$ cat src/rtl/snake_pkg.sv
// Shared constants for the snake overlay: grid geometry, playfield and wall
// cells, direction codes, colours, initial snake and FSM state type.
package snake_pkg;

  localparam int unsigned DEF_GRID_SIZE = 16;
  localparam int unsigned DEF_MAX_LEN   = 32;

  // Playfield cells; walls are the ring of cells just outside it.
  localparam logic [6:0] PLAY_X_MIN = 7'd13;
  localparam logic [6:0] PLAY_X_MAX = 7'd50;
  localparam logic [5:0] PLAY_Y_MIN = 6'd15;
  localparam logic [5:0] PLAY_Y_MAX = 6'd32;
  localparam logic [6:0] WALL_X_LO  = PLAY_X_MIN - 7'd1;
  localparam logic [6:0] WALL_X_HI  = PLAY_X_MAX + 7'd1;
  localparam logic [5:0] WALL_Y_LO  = PLAY_Y_MIN - 6'd1;
  localparam logic [5:0] WALL_Y_HI  = PLAY_Y_MAX + 6'd1;

  localparam logic [1:0] DIR_RIGHT = 2'd0;
  localparam logic [1:0] DIR_UP    = 2'd1;
  localparam logic [1:0] DIR_LEFT  = 2'd2;
  localparam logic [1:0] DIR_DOWN  = 2'd3;

  localparam logic [11:0] COLOR_HEAD = 12'h0_8_0;
  localparam logic [11:0] COLOR_BODY = 12'h0_f_0;
  localparam logic [11:0] COLOR_DEAD = 12'hf_0_f;

  localparam logic [6:0] INIT_X   = 7'd30;
  localparam logic [5:0] INIT_Y   = 6'd24;
  localparam int         INIT_LEN = 3;

  typedef enum logic [2:0] {StIdle, StPending, StUpdate, StCheck, StDone, StDead} state_t;

  // Initial snake lies horizontally, head rightmost; unused slots are zeroed.
  function automatic logic [6:0] init_seg_x(int i);
    return (i < INIT_LEN) ? INIT_X - 7'(i) : 7'd0;
  endfunction

endpackage

$ cat src/rtl/snake_body.sv
// Segment array of the snake: shift/grow on a step, length counter, and the
// parallel comparators used both for pixel hits and head collision.
module snake_body
  import snake_pkg::*;
#(
  parameter int unsigned MAX_LEN = DEF_MAX_LEN
) (
  input  logic       pclk,
  input  logic       rst,
  input  logic       init,
  input  logic       step,
  input  logic       grow_en,
  input  logic [1:0] step_dir,
  input  logic [6:0] cx,
  input  logic [5:0] cy,
  output logic [6:0] head_x,
  output logic [5:0] head_y,
  output logic [5:0] length,
  output logic       pix_head,
  output logic       pix_body,
  output logic       collide
);

  logic [6:0] seg_x_q [MAX_LEN];
  logic [5:0] seg_y_q [MAX_LEN];
  logic [5:0] len_q;
  logic [6:0] new_x;
  logic [5:0] new_y;

  // Candidate head cell one step along step_dir.
  always_comb begin
    new_x = seg_x_q[0];
    new_y = seg_y_q[0];
    unique case (step_dir)
      DIR_RIGHT: new_x = seg_x_q[0] + 7'd1;
      DIR_UP:    new_y = seg_y_q[0] - 6'd1;
      DIR_LEFT:  new_x = seg_x_q[0] - 7'd1;
      DIR_DOWN:  new_y = seg_y_q[0] + 6'd1;
    endcase
  end

  // Segment shift register and length counter; init restores the start snake.
  always_ff @(posedge pclk or posedge rst) begin
    if (rst) begin
      for (int i = 0; i < int'(MAX_LEN); i++) begin
        seg_x_q[i] <= init_seg_x(i);
        seg_y_q[i] <= INIT_Y;
      end
      len_q <= 6'(INIT_LEN);
    end else if (init) begin
      for (int i = 0; i < int'(MAX_LEN); i++) begin
        seg_x_q[i] <= init_seg_x(i);
        seg_y_q[i] <= INIT_Y;
      end
      len_q <= 6'(INIT_LEN);
    end else if (step) begin
      seg_x_q[0] <= new_x;
      seg_y_q[0] <= new_y;
      for (int i = 1; i < int'(MAX_LEN); i++) begin
        seg_x_q[i] <= seg_x_q[i-1];
        seg_y_q[i] <= seg_y_q[i-1];
      end
      if (grow_en && (len_q < 6'(MAX_LEN))) len_q <= len_q + 6'd1;
    end
  end

  // Pixel hits and head collision; only slots below the length take part.
  always_comb begin
    pix_head = (cx == seg_x_q[0]) && (cy == seg_y_q[0]);
    pix_body = 1'b0;
    collide  = (seg_x_q[0] == WALL_X_LO) || (seg_x_q[0] == WALL_X_HI) ||
               (seg_y_q[0] == WALL_Y_LO) || (seg_y_q[0] == WALL_Y_HI);
    for (int i = 1; i < int'(MAX_LEN); i++) begin
      if (6'(i) < len_q) begin
        if ((cx == seg_x_q[i]) && (cy == seg_y_q[i])) pix_body = 1'b1;
        if ((seg_x_q[0] == seg_x_q[i]) && (seg_y_q[0] == seg_y_q[i])) collide = 1'b1;
      end
    end
  end

  assign head_x = seg_x_q[0];
  assign head_y = seg_y_q[0];
  assign length = len_q;

endmodule

$ cat src/rtl/draw_snake.sv
// Snake overlay stage: move/grow FSM stepping once per frame at vblank, and a
// 2-cycle render pipeline painting head and body over the background pixels.
module draw_snake
  import snake_pkg::*;
#(
  parameter int unsigned MAX_LEN   = DEF_MAX_LEN,
  parameter int unsigned GRID_SIZE = DEF_GRID_SIZE
) (
  input  logic        pclk,
  input  logic        rst,
  input  logic [10:0] hcount_in,
  input  logic [10:0] vcount_in,
  input  logic        hsync_in,
  input  logic        hblnk_in,
  input  logic        vsync_in,
  input  logic        vblnk_in,
  input  logic [11:0] rgb_in,
  input  logic        move_req,
  input  logic [1:0]  dir,
  input  logic        grow,
  input  logic        restart,
  output logic [10:0] hcount_out,
  output logic [10:0] vcount_out,
  output logic        hsync_out,
  output logic        hblnk_out,
  output logic        vsync_out,
  output logic        vblnk_out,
  output logic [11:0] rgb_out,
  output logic        move_done,
  output logic        dead,
  output logic [6:0]  head_x,
  output logic [5:0]  head_y,
  output logic [5:0]  length
);

  localparam int unsigned GRID_SHIFT = $clog2(GRID_SIZE);

  state_t      state_q;
  logic        vblnk_q;
  logic        vblnk_rise;
  logic        req_pending_q;
  logic [1:0]  req_dir_q;
  logic [1:0]  cur_dir_q;
  logic [1:0]  eff_dir;
  logic        grow_pending_q;
  logic        dead_q;
  logic        move_done_q;
  logic [6:0]  cx;
  logic [5:0]  cy;
  logic        pix_head;
  logic        pix_body;
  logic        collide;

  logic [10:0] hcount_s1, vcount_s1;
  logic        hsync_s1, hblnk_s1, vsync_s1, vblnk_s1;
  logic [11:0] rgb_s1;
  logic        hit_head_s1, hit_body_s1;

  assign vblnk_rise = vblnk_in & ~vblnk_q;
  assign cx         = 7'(hcount_in >> GRID_SHIFT);
  assign cy         = 6'(vcount_in >> GRID_SHIFT);

  // A requested U-turn is ignored: the snake keeps its current heading.
  always_comb begin
    eff_dir = ((req_dir_q ^ 2'd2) == cur_dir_q) ? cur_dir_q : req_dir_q;
  end

  snake_body #(
    .MAX_LEN (MAX_LEN)
  ) u_body (
    .pclk     (pclk),
    .rst      (rst),
    .init     (restart),
    .step     (state_q == StUpdate),
    .grow_en  (grow_pending_q),
    .step_dir (eff_dir),
    .cx       (cx),
    .cy       (cy),
    .head_x   (head_x),
    .head_y   (head_y),
    .length   (length),
    .pix_head (pix_head),
    .pix_body (pix_body),
    .collide  (collide)
  );

  // Vblank edge detector.
  always_ff @(posedge pclk or posedge rst) begin
    if (rst) vblnk_q <= 1'b0;
    else     vblnk_q <= vblnk_in;
  end

  // Step FSM with request latches; restart beats every other input.
  always_ff @(posedge pclk or posedge rst) begin
    if (rst) begin
      state_q        <= StIdle;
      req_pending_q  <= 1'b0;
      req_dir_q      <= DIR_RIGHT;
      cur_dir_q      <= DIR_RIGHT;
      grow_pending_q <= 1'b0;
      dead_q         <= 1'b0;
      move_done_q    <= 1'b0;
    end else if (restart) begin
      state_q        <= StIdle;
      req_pending_q  <= 1'b0;
      req_dir_q      <= DIR_RIGHT;
      cur_dir_q      <= DIR_RIGHT;
      grow_pending_q <= 1'b0;
      dead_q         <= 1'b0;
      move_done_q    <= 1'b0;
    end else begin
      move_done_q <= 1'b0;
      if (state_q != StDead) begin
        // Latest request wins; one arriving mid-step waits for the next frame.
        if (move_req) begin
          req_pending_q <= 1'b1;
          req_dir_q     <= dir;
        end
        if (grow) grow_pending_q <= 1'b1;
      end
      unique case (state_q)
        StIdle: if (move_req || req_pending_q) state_q <= StPending;
        StPending: begin
          if (vblnk_rise) begin
            state_q       <= StUpdate;
            req_pending_q <= 1'b0;
          end
        end
        StUpdate: begin
          cur_dir_q      <= eff_dir;
          grow_pending_q <= grow;
          state_q        <= StCheck;
        end
        StCheck: begin
          if (collide) begin
            dead_q  <= 1'b1;
            state_q <= StDead;
          end else begin
            move_done_q <= 1'b1;
            state_q     <= StDone;
          end
        end
        StDone:  state_q <= StIdle;
        StDead:  state_q <= StDead;
        default: state_q <= StIdle;
      endcase
    end
  end

  // Render stage 1: delay the bundle and register the cell hits.
  always_ff @(posedge pclk or posedge rst) begin
    if (rst) begin
      hcount_s1   <= '0;
      vcount_s1   <= '0;
      hsync_s1    <= 1'b0;
      hblnk_s1    <= 1'b0;
      vsync_s1    <= 1'b0;
      vblnk_s1    <= 1'b0;
      rgb_s1      <= '0;
      hit_head_s1 <= 1'b0;
      hit_body_s1 <= 1'b0;
    end else begin
      hcount_s1   <= hcount_in;
      vcount_s1   <= vcount_in;
      hsync_s1    <= hsync_in;
      hblnk_s1    <= hblnk_in;
      vsync_s1    <= vsync_in;
      vblnk_s1    <= vblnk_in;
      rgb_s1      <= rgb_in;
      hit_head_s1 <= pix_head;
      hit_body_s1 <= pix_body;
    end
  end

  // Render stage 2: colour priority blank > head > body > background.
  always_ff @(posedge pclk or posedge rst) begin
    if (rst) begin
      hcount_out <= '0;
      vcount_out <= '0;
      hsync_out  <= 1'b0;
      hblnk_out  <= 1'b0;
      vsync_out  <= 1'b0;
      vblnk_out  <= 1'b0;
      rgb_out    <= '0;
    end else begin
      hcount_out <= hcount_s1;
      vcount_out <= vcount_s1;
      hsync_out  <= hsync_s1;
      hblnk_out  <= hblnk_s1;
      vsync_out  <= vsync_s1;
      vblnk_out  <= vblnk_s1;
      if (hblnk_s1 || vblnk_s1) rgb_out <= rgb_s1;
      else if (hit_head_s1)     rgb_out <= dead_q ? COLOR_DEAD : COLOR_HEAD;
      else if (hit_body_s1)     rgb_out <= COLOR_BODY;
      else                      rgb_out <= rgb_s1;
    end
  end

  assign dead      = dead_q;
  assign move_done = move_done_q;

endmodule
$ cat config.mk
export PLATFORM = sky130hd
export DESIGN_NAME = draw_snake
export DESIGN_NICKNAME = d
export VERILOG_FILES = /design/src/rtl/snake_pkg.sv /design/src/rtl/snake_body.sv /design/src/rtl/draw_snake.sv
export SDC_FILE = /design/constraint.sdc
export NUM_CORES = 2
export LEC_CHECK = 0
export BUFFER_PORTS_ARGS = -buffer_cell sky130_fd_sc_hd__buf_2
export CORE_ASPECT_RATIO = 0.75
export CORE_MARGIN = 2
export CORE_UTILIZATION = 55
export CTS_CLUSTER_DIAMETER = 50
export DETAILED_ROUTE_END_ITERATION = 10
export PLACE_DENSITY_LB_ADDON = 0.2
export SETUP_SLACK_MARGIN = 0.02
export SYNTH_ARGS = -nofsm -noshare
export SYNTH_HDL_FRONTEND = slang
export SYNTH_SLANG_ARGS = --single-unit
$ cat constraint.sdc
create_clock -name pclk -period 19.41 [get_ports pclk]
set_input_delay 1.941 -clock pclk [delete_from_list [all_inputs] [get_ports pclk]]
set_output_delay 1.941 -clock pclk [all_outputs]
set_load 0.01 [all_outputs]
=== Yosys cells after proc, flatten, opt, wreduce, memory -nomap -nowiden ===
Cells that the tools add are included.

* Bits in registers: 511
* Logic and storage cells: 520
* Input bits: 45

* Muxes and demuxes: 163
* Add/subtract/negate cells: 5
* Eq/ne operators: 141
* Reductions and logical operators: 88
* $lt $le $gt $ge: 32
* Bitwise logic cells: 3

{| class="wikitable"
|+ Operator list
! kind !! number
|-
| two-way mux 224 bit || 2
|-
| equality test 7 bit || 63
|-
| two-way mux 192 bit || 2
|-
| equality test 6 bit || 63
|-
| two-way mux 1 bit || 140
|-
| < comparator 5 x 6 -> 1 bit, first input constant || 16
|-
| logical AND 1 bit || 64
|-
| < comparator 4 x 6 -> 1 bit, first input constant || 8
|-
| two-way mux 12 bit || 4
|-
| < comparator 3 x 6 -> 1 bit, first input constant || 4
|-
| two-way mux 6 bit || 3
|-
| case mux 3 bit (5 select lines) || 1
|-
| case mux 7 bit (2 select lines) || 1
|-
| AND reduction 2 bit || 7
|-
| adder 6 x 1 -> 6 bit, second input constant || 2
|-
| < comparator 2 x 6 -> 1 bit, first input constant || 2
|-
| two-way mux 2 bit || 6
|-
| case mux 6 bit (2 select lines) || 1
|-
| nonzero test 2 bit || 6
|-
| nonzero test 3 bit || 4
|-
| two-way mux 3 bit || 3
|-
| != test 3 bit, second input constant || 3
|-
| adder 7 x 1 -> 7 bit, second input constant || 1
|-
| equality test 7 x 4 -> 1 bit, second input constant || 1
|-
| 18 further kinds || 25
|}

=== Longest topological paths before layout ===
* Word-level depth: 69
* Mapped depth: 11
* Gate-level depth less buffers: 11

=== Hierarchy ===
Synthesis repeated with hierarchy kept, for this count alone.

* Cells, all modules: 2899
* Area, all modules: 30446.7 µm²

{| class="wikitable"
|+ Modules (own cells, without submodules)
! module !! area an instance (µm²) !! cells each !! instances !! seq. area each (µm²)
|-
| snake_body || 27816.7 || 2747 || 1 || 10656.5
|-
| draw_snake || 2630.0 || 152 || 1 || 2227.1
|}

=== Worst setup path before layout ===
No wires, ideal clock.

* Kind: input-to-reg
* Start: input hcount_in[8]
* End: register hit_body_s1
* Data arrival time: 3.311 ns
* Path buffers: 3
* Slack: 15.955 ns
* Stages: 7
* Cells stage by stage: buf_2 -> buf_2 -> buf_2 -> xor2_1 -> nor4_1 -> a2111oi_0 -> nand4_1

* Cells in the longest elaborated chain, start to end: 64

{| class="wikitable"
|+ RTL lines
! what !! line !! text
|-
| start, declared || draw_snake.sv:11 || <nowiki>input logic [10:0] hcount_in,</nowiki>
|-
| equality test 7 bit || snake_body.sv:75 || <nowiki>if ((cx == seg_x_q[i]) && (cy == seg_y_q[i])) pix_body = 1'b1;</nowiki>
|-
| logical AND 1 bit || snake_body.sv:75 ||
|-
| two-way mux 1 bit || snake_body.sv:75 ||
|-
| two-way mux 1 bit || snake_body.sv:74 || <nowiki>if (6'(i) < len_q) begin</nowiki>
|-
| two-way mux 1 bit || snake_body.sv:75 ||
|-
| two-way mux 1 bit || snake_body.sv:74 ||
|-
| two-way mux 1 bit || snake_body.sv:75 ||
|-
| two-way mux 1 bit || snake_body.sv:74 ||
|-
| [49 not listed] || n/a ||
|-
| two-way mux 1 bit || snake_body.sv:74 ||
|-
| two-way mux 1 bit || snake_body.sv:75 ||
|-
| two-way mux 1 bit || snake_body.sv:74 ||
|-
| two-way mux 1 bit || snake_body.sv:75 ||
|-
| two-way mux 1 bit || snake_body.sv:74 ||
|-
| two-way mux 1 bit || snake_body.sv:75 ||
|-
| two-way mux 1 bit * || snake_body.sv:74 ||
|-
| via pix_body || draw_snake.sv:51 || <nowiki>logic pix_body;</nowiki>
|-
| end signal, assigned || draw_snake.sv:171 || <nowiki>hit_body_s1 <= pix_body;</nowiki>
|-
| end, declared || draw_snake.sv:57 || <nowiki>logic hit_head_s1, hit_body_s1;</nowiki>
|}

The timed path passes the listed nets; every way through them passes the cells marked *.
A chain may end at the register's enable or synchronous reset.

=== Worst setup path in the final report ===
* Start: register u_body.seg_y_q, in the netlist u_body.head_y[3]
* End: output head_y[3]

{| class="wikitable"
|+ RTL lines
! what !! line !! text
|-
| start, declared || snake_body.sv:25 || <nowiki>logic [5:0] seg_y_q [MAX_LEN];</nowiki>
|-
| start signal, assigned by index || snake_body.sv:61 || <nowiki>seg_y_q[i] <= seg_y_q[i-1];</nowiki>
|-
| end, declared || draw_snake.sv:32 || <nowiki>output logic [5:0] head_y,</nowiki>
|}

No word-level cell between the ends.

==> impl_metrics.env <==
export IMPL_wl_per_cell_microns=23.9
export IMPL_worst_pin_slew_ns=1.24
export IMPL_r2r_start="u_body.length[1]"
export IMPL_fp_row_count=73
export IMPL_critical_path_required_ns=17.47
export IMPL_fillers=4551
export IMPL_power_switching_mw=0.631
export IMPL_via_per_inst=6.25
export IMPL_r2r_setup_slack_ns=15.56
export IMPL_synthFlopType="dfrtp_1"
export IMPL_syn2layout_area_growth_pct=8.22
export IMPL_finalHoldViolations=0
export IMPL_yosysSeqAreaShare=0.433
export IMPL_clock_fmax_mhz=246
export IMPL_switching_share=0.257
export IMPL_cts_hold_buf=0
export IMPL_pwr_share_comb=0.093
export IMPL_yosys_warnings=0
export IMPL_syn_nets=3397
export IMPL_grt_pass1_vias=24100
export IMPL_seqPwrFrac=0.451
export IMPL_drive_gt1_frac=0.103
export IMPL_setup_viol=0
export IMPL_crit_path_max_fanout=38
export IMPL_r2r_end="state_q[0]"
export IMPL_ys_top_cells_by_area="dfrtp_1 (36%), xnor2_1 (15%), nand2_1 (10%)"
export IMPL_ctsResizeCount=0
export IMPL_path_cells="buf_4, buf_2"
export IMPL_clkSlewWorstSetupHoldPaths_ns=0.06
export IMPL_drt_iter0_drc=3771
export IMPL_drv_slew=0
export IMPL_synth_area_sq_mm=0.0298
export IMPL_power_density_mw_per_mm2=76.3
export IMPL_drc=0
export IMPL_drtPass1Iterations=8
export IMPL_hpwl_mm=57.2
export IMPL_clock_latency_ns=0.63
export IMPL_port_buffers=103
export IMPL_fin_crit_sh=0.209
export IMPL_cts_setup_buffers=0
export IMPL_fin_skew_ns=0.0201
export IMPL_cpPeakStageDelay_ns=0.71
export IMPL_tns_ns=0
export IMPL_rsz0062_at_grt="no"
export IMPL_place_gp_congestion=0.936
export IMPL_hold_depth=0
export IMPL_antenna_found_initial=1
export IMPL_drv_cap=0
export IMPL_cts_tree="built"
export IMPL_start_util=0.559
export IMPL_synth_cell_types=70
export IMPL_ios=104
export IMPL_internal_power_mw=1.83
export IMPL_synthMostInstantiatedCell="nand2_1"
export IMPL_slowest_stage="buf_4"
export IMPL_clock_power_share=0.456
export IMPL_cp_start_kind="flip-flop"
export IMPL_async_reset_ff_frac=1.00
export IMPL_core_area_sq_mm=0.0532
export IMPL_maxSlewHeadroom=0.163
export IMPL_fin_nets=3329
export IMPL_die_y_microns=205
export IMPL_overflow=0
export IMPL_crit_arrival_ns=2.12
export IMPL_diodes=0
export IMPL_period_needed_ns=4.06
export IMPL_yosysTopAreaCell="dfrtp_1"
export IMPL_final_cells=4028
export IMPL_synth_common_cells="nand2_1 (829), xnor2_1 (507), dfrtp_1 (434)"
export IMPL_hp_class="reg -> reg"
export IMPL_reg2reg_depth=8
export IMPL_syn_area_per_cell_sq_um=8.92
export IMPL_path_class="reg -> out"
export IMPL_drtAntennaViolNets=0
export IMPL_min_to="hcount_out[6]"
export IMPL_dpl_cell_count=3927
export IMPL_wl_mm=96.4
export IMPL_die_area_sq_mm=0.0560
export IMPL_cellLeakagePower_nw=13.1
export IMPL_yosys_register_bits=511
export IMPL_end_kind="primary output"
export IMPL_syn_inst=3339
export IMPL_via_count=25200
export IMPL_hold_start="hcount_s1[6]"
export IMPL_yosysTopAreaCellShare=0.365
export IMPL_clockBufferDepth=3
export IMPL_die_w_microns=273
export IMPL_grt_pass1_wl_mm=148
export IMPL_cts_buffers=54
export IMPL_clock_sinks=511
export IMPL_synth_edff_count=0
export IMPL_grt_use_total=0.344
export IMPL_max_vdd_ir_drop_mv=0.0658
export IMPL_cts_root_buf="clkbuf_16"
export IMPL_htreeDepth=2
export IMPL_status="finished, final reports clean"
export IMPL_grt_max_degree=230
worst max-delay path: cells and delay by family (launching register included):
family | cells | cell delay [ns]
buf+inv | 2 | 0.98
flops | 1 | 0.51
registers in the layout, indices dropped and copies added (netlist names), 7 cells and up:
| signal | cells |
|---|---|
| hcount_out | 11 |
| hcount_s1 | 11 |
| rgb_out | 12 |
| rgb_s1 | 12 |
| u_body.head_x | 7 |
| u_body.seg_x_q | 217 |
| u_body.seg_y_q | 186 |
| vcount_out | 11 |
| vcount_s1 | 11 |
metrics by stage:
stage / hold WS [ns] / setup WS, ns / cell area [sq um] / power [mW] / utilization
6_report: 0.337 / 15.35 / 32200 / 2.46 / 0.605
5_1_grt: 0.345 / 14.87 / 32200 / 2.53 / 0.605
4_1_cts: 0.341 / 15.27 / 32200 / 2.46 / 0.605
3_5_place_dp: 0.335 / 14.63 / 30300 / 1.35 / 0.569
3_3_place_gp: 0.332 / 14.69 / 30300 / 1.34 / 0.569
2_1_floorplan: 0.331 / 3.32 / 29800 / 1.29 / -
power by group through the flow:
stage / Combinational, mW / Clock [mW] / Sequential, mW
6_report: 0.229 / 1.12 / 1.11
2_1_floorplan: 0.165 / 0 / 1.12
4_1_cts: 0.225 / 1.13 / 1.11
3_5_place_dp: 0.224 / 0 / 1.13
3_3_place_gp: 0.219 / 0 / 1.13
5_1_grt: 0.246 / 1.18 / 1.11
cell type report:
class,instances,area (sq um),area share
multi-input cells,2537,15500,0.482
flip-flops and latches,511,12900,0.400
clock buffers,81,1690,0.0524
repair buffers,148,901,0.0280
well taps,712,891,0.0277
clock inverters,20,250,0.00777
inverters,19,78.8,0.00245
kinds of logic after synthesis:
| family | share of synthesized area |
|---|---|
| adder cells (fa/ha/maj) | 0.00597 |
| flip-flops | 0.433 |
| XOR/XNOR | 0.245 |
| AND/OR/NAND/NOR | 0.184 |
| buffers and inverters | 0.0463 |
| AO/OA/AOI/OAI | 0.0840 |
| multiplexers | 0.00172 |
worst max-delay path by stage:
stage	from	endpoint	slack, ns	cells past startpoint
after CTS	rst	rgb_s1[0]	15.27	4
after global routing	rst	rgb_out[0]	14.87	4
after floorplan	rst	cur_dir_q[0]	3.32	1
final	u_body.head_y[3]	head_y[3]	15.35	2
after global placement	rst	u_body.seg_x_q[0]	14.69	4
after detailed placement	rst	u_body.seg_x_q[0]	14.63	4
per-layer routing:
layer	vias up	track usage	share of wire	routed length (microns)
li1	10900	-	-	-
met1	12500	0.503	0.42	40200
met2	1551	0.498	0.43	41400
met3	298	0.0713	0.11	11000
met4	2	0.136	0.040	3820
met5	-	0	0.00010	10
cell usage in the layout (no fill, tap or decap), types with 15 or more instances in the layout:
cell / synthesis / layout
clkbuf_8: 0 / 17
buf_2: 61 / 102
inv_1: 18 / 17
clkbuf_16: 0 / 57
nor4_1: 104 / 104
xnor2_1: 507 / 507
a21oi_1: 367 / 367
buf_4: 52 / 42
a21o_1: 15 / 15
dfrtp_1: 434 / 427
nand2_1: 829 / 829
xor2_1: 326 / 326
dfstp_2: 77 / 77
nand4_1: 119 / 119
nor3_1: 20 / 19
nor2_1: 27 / 27
nand3_1: 101 / 101
Power figures use the tool's default switching activity.
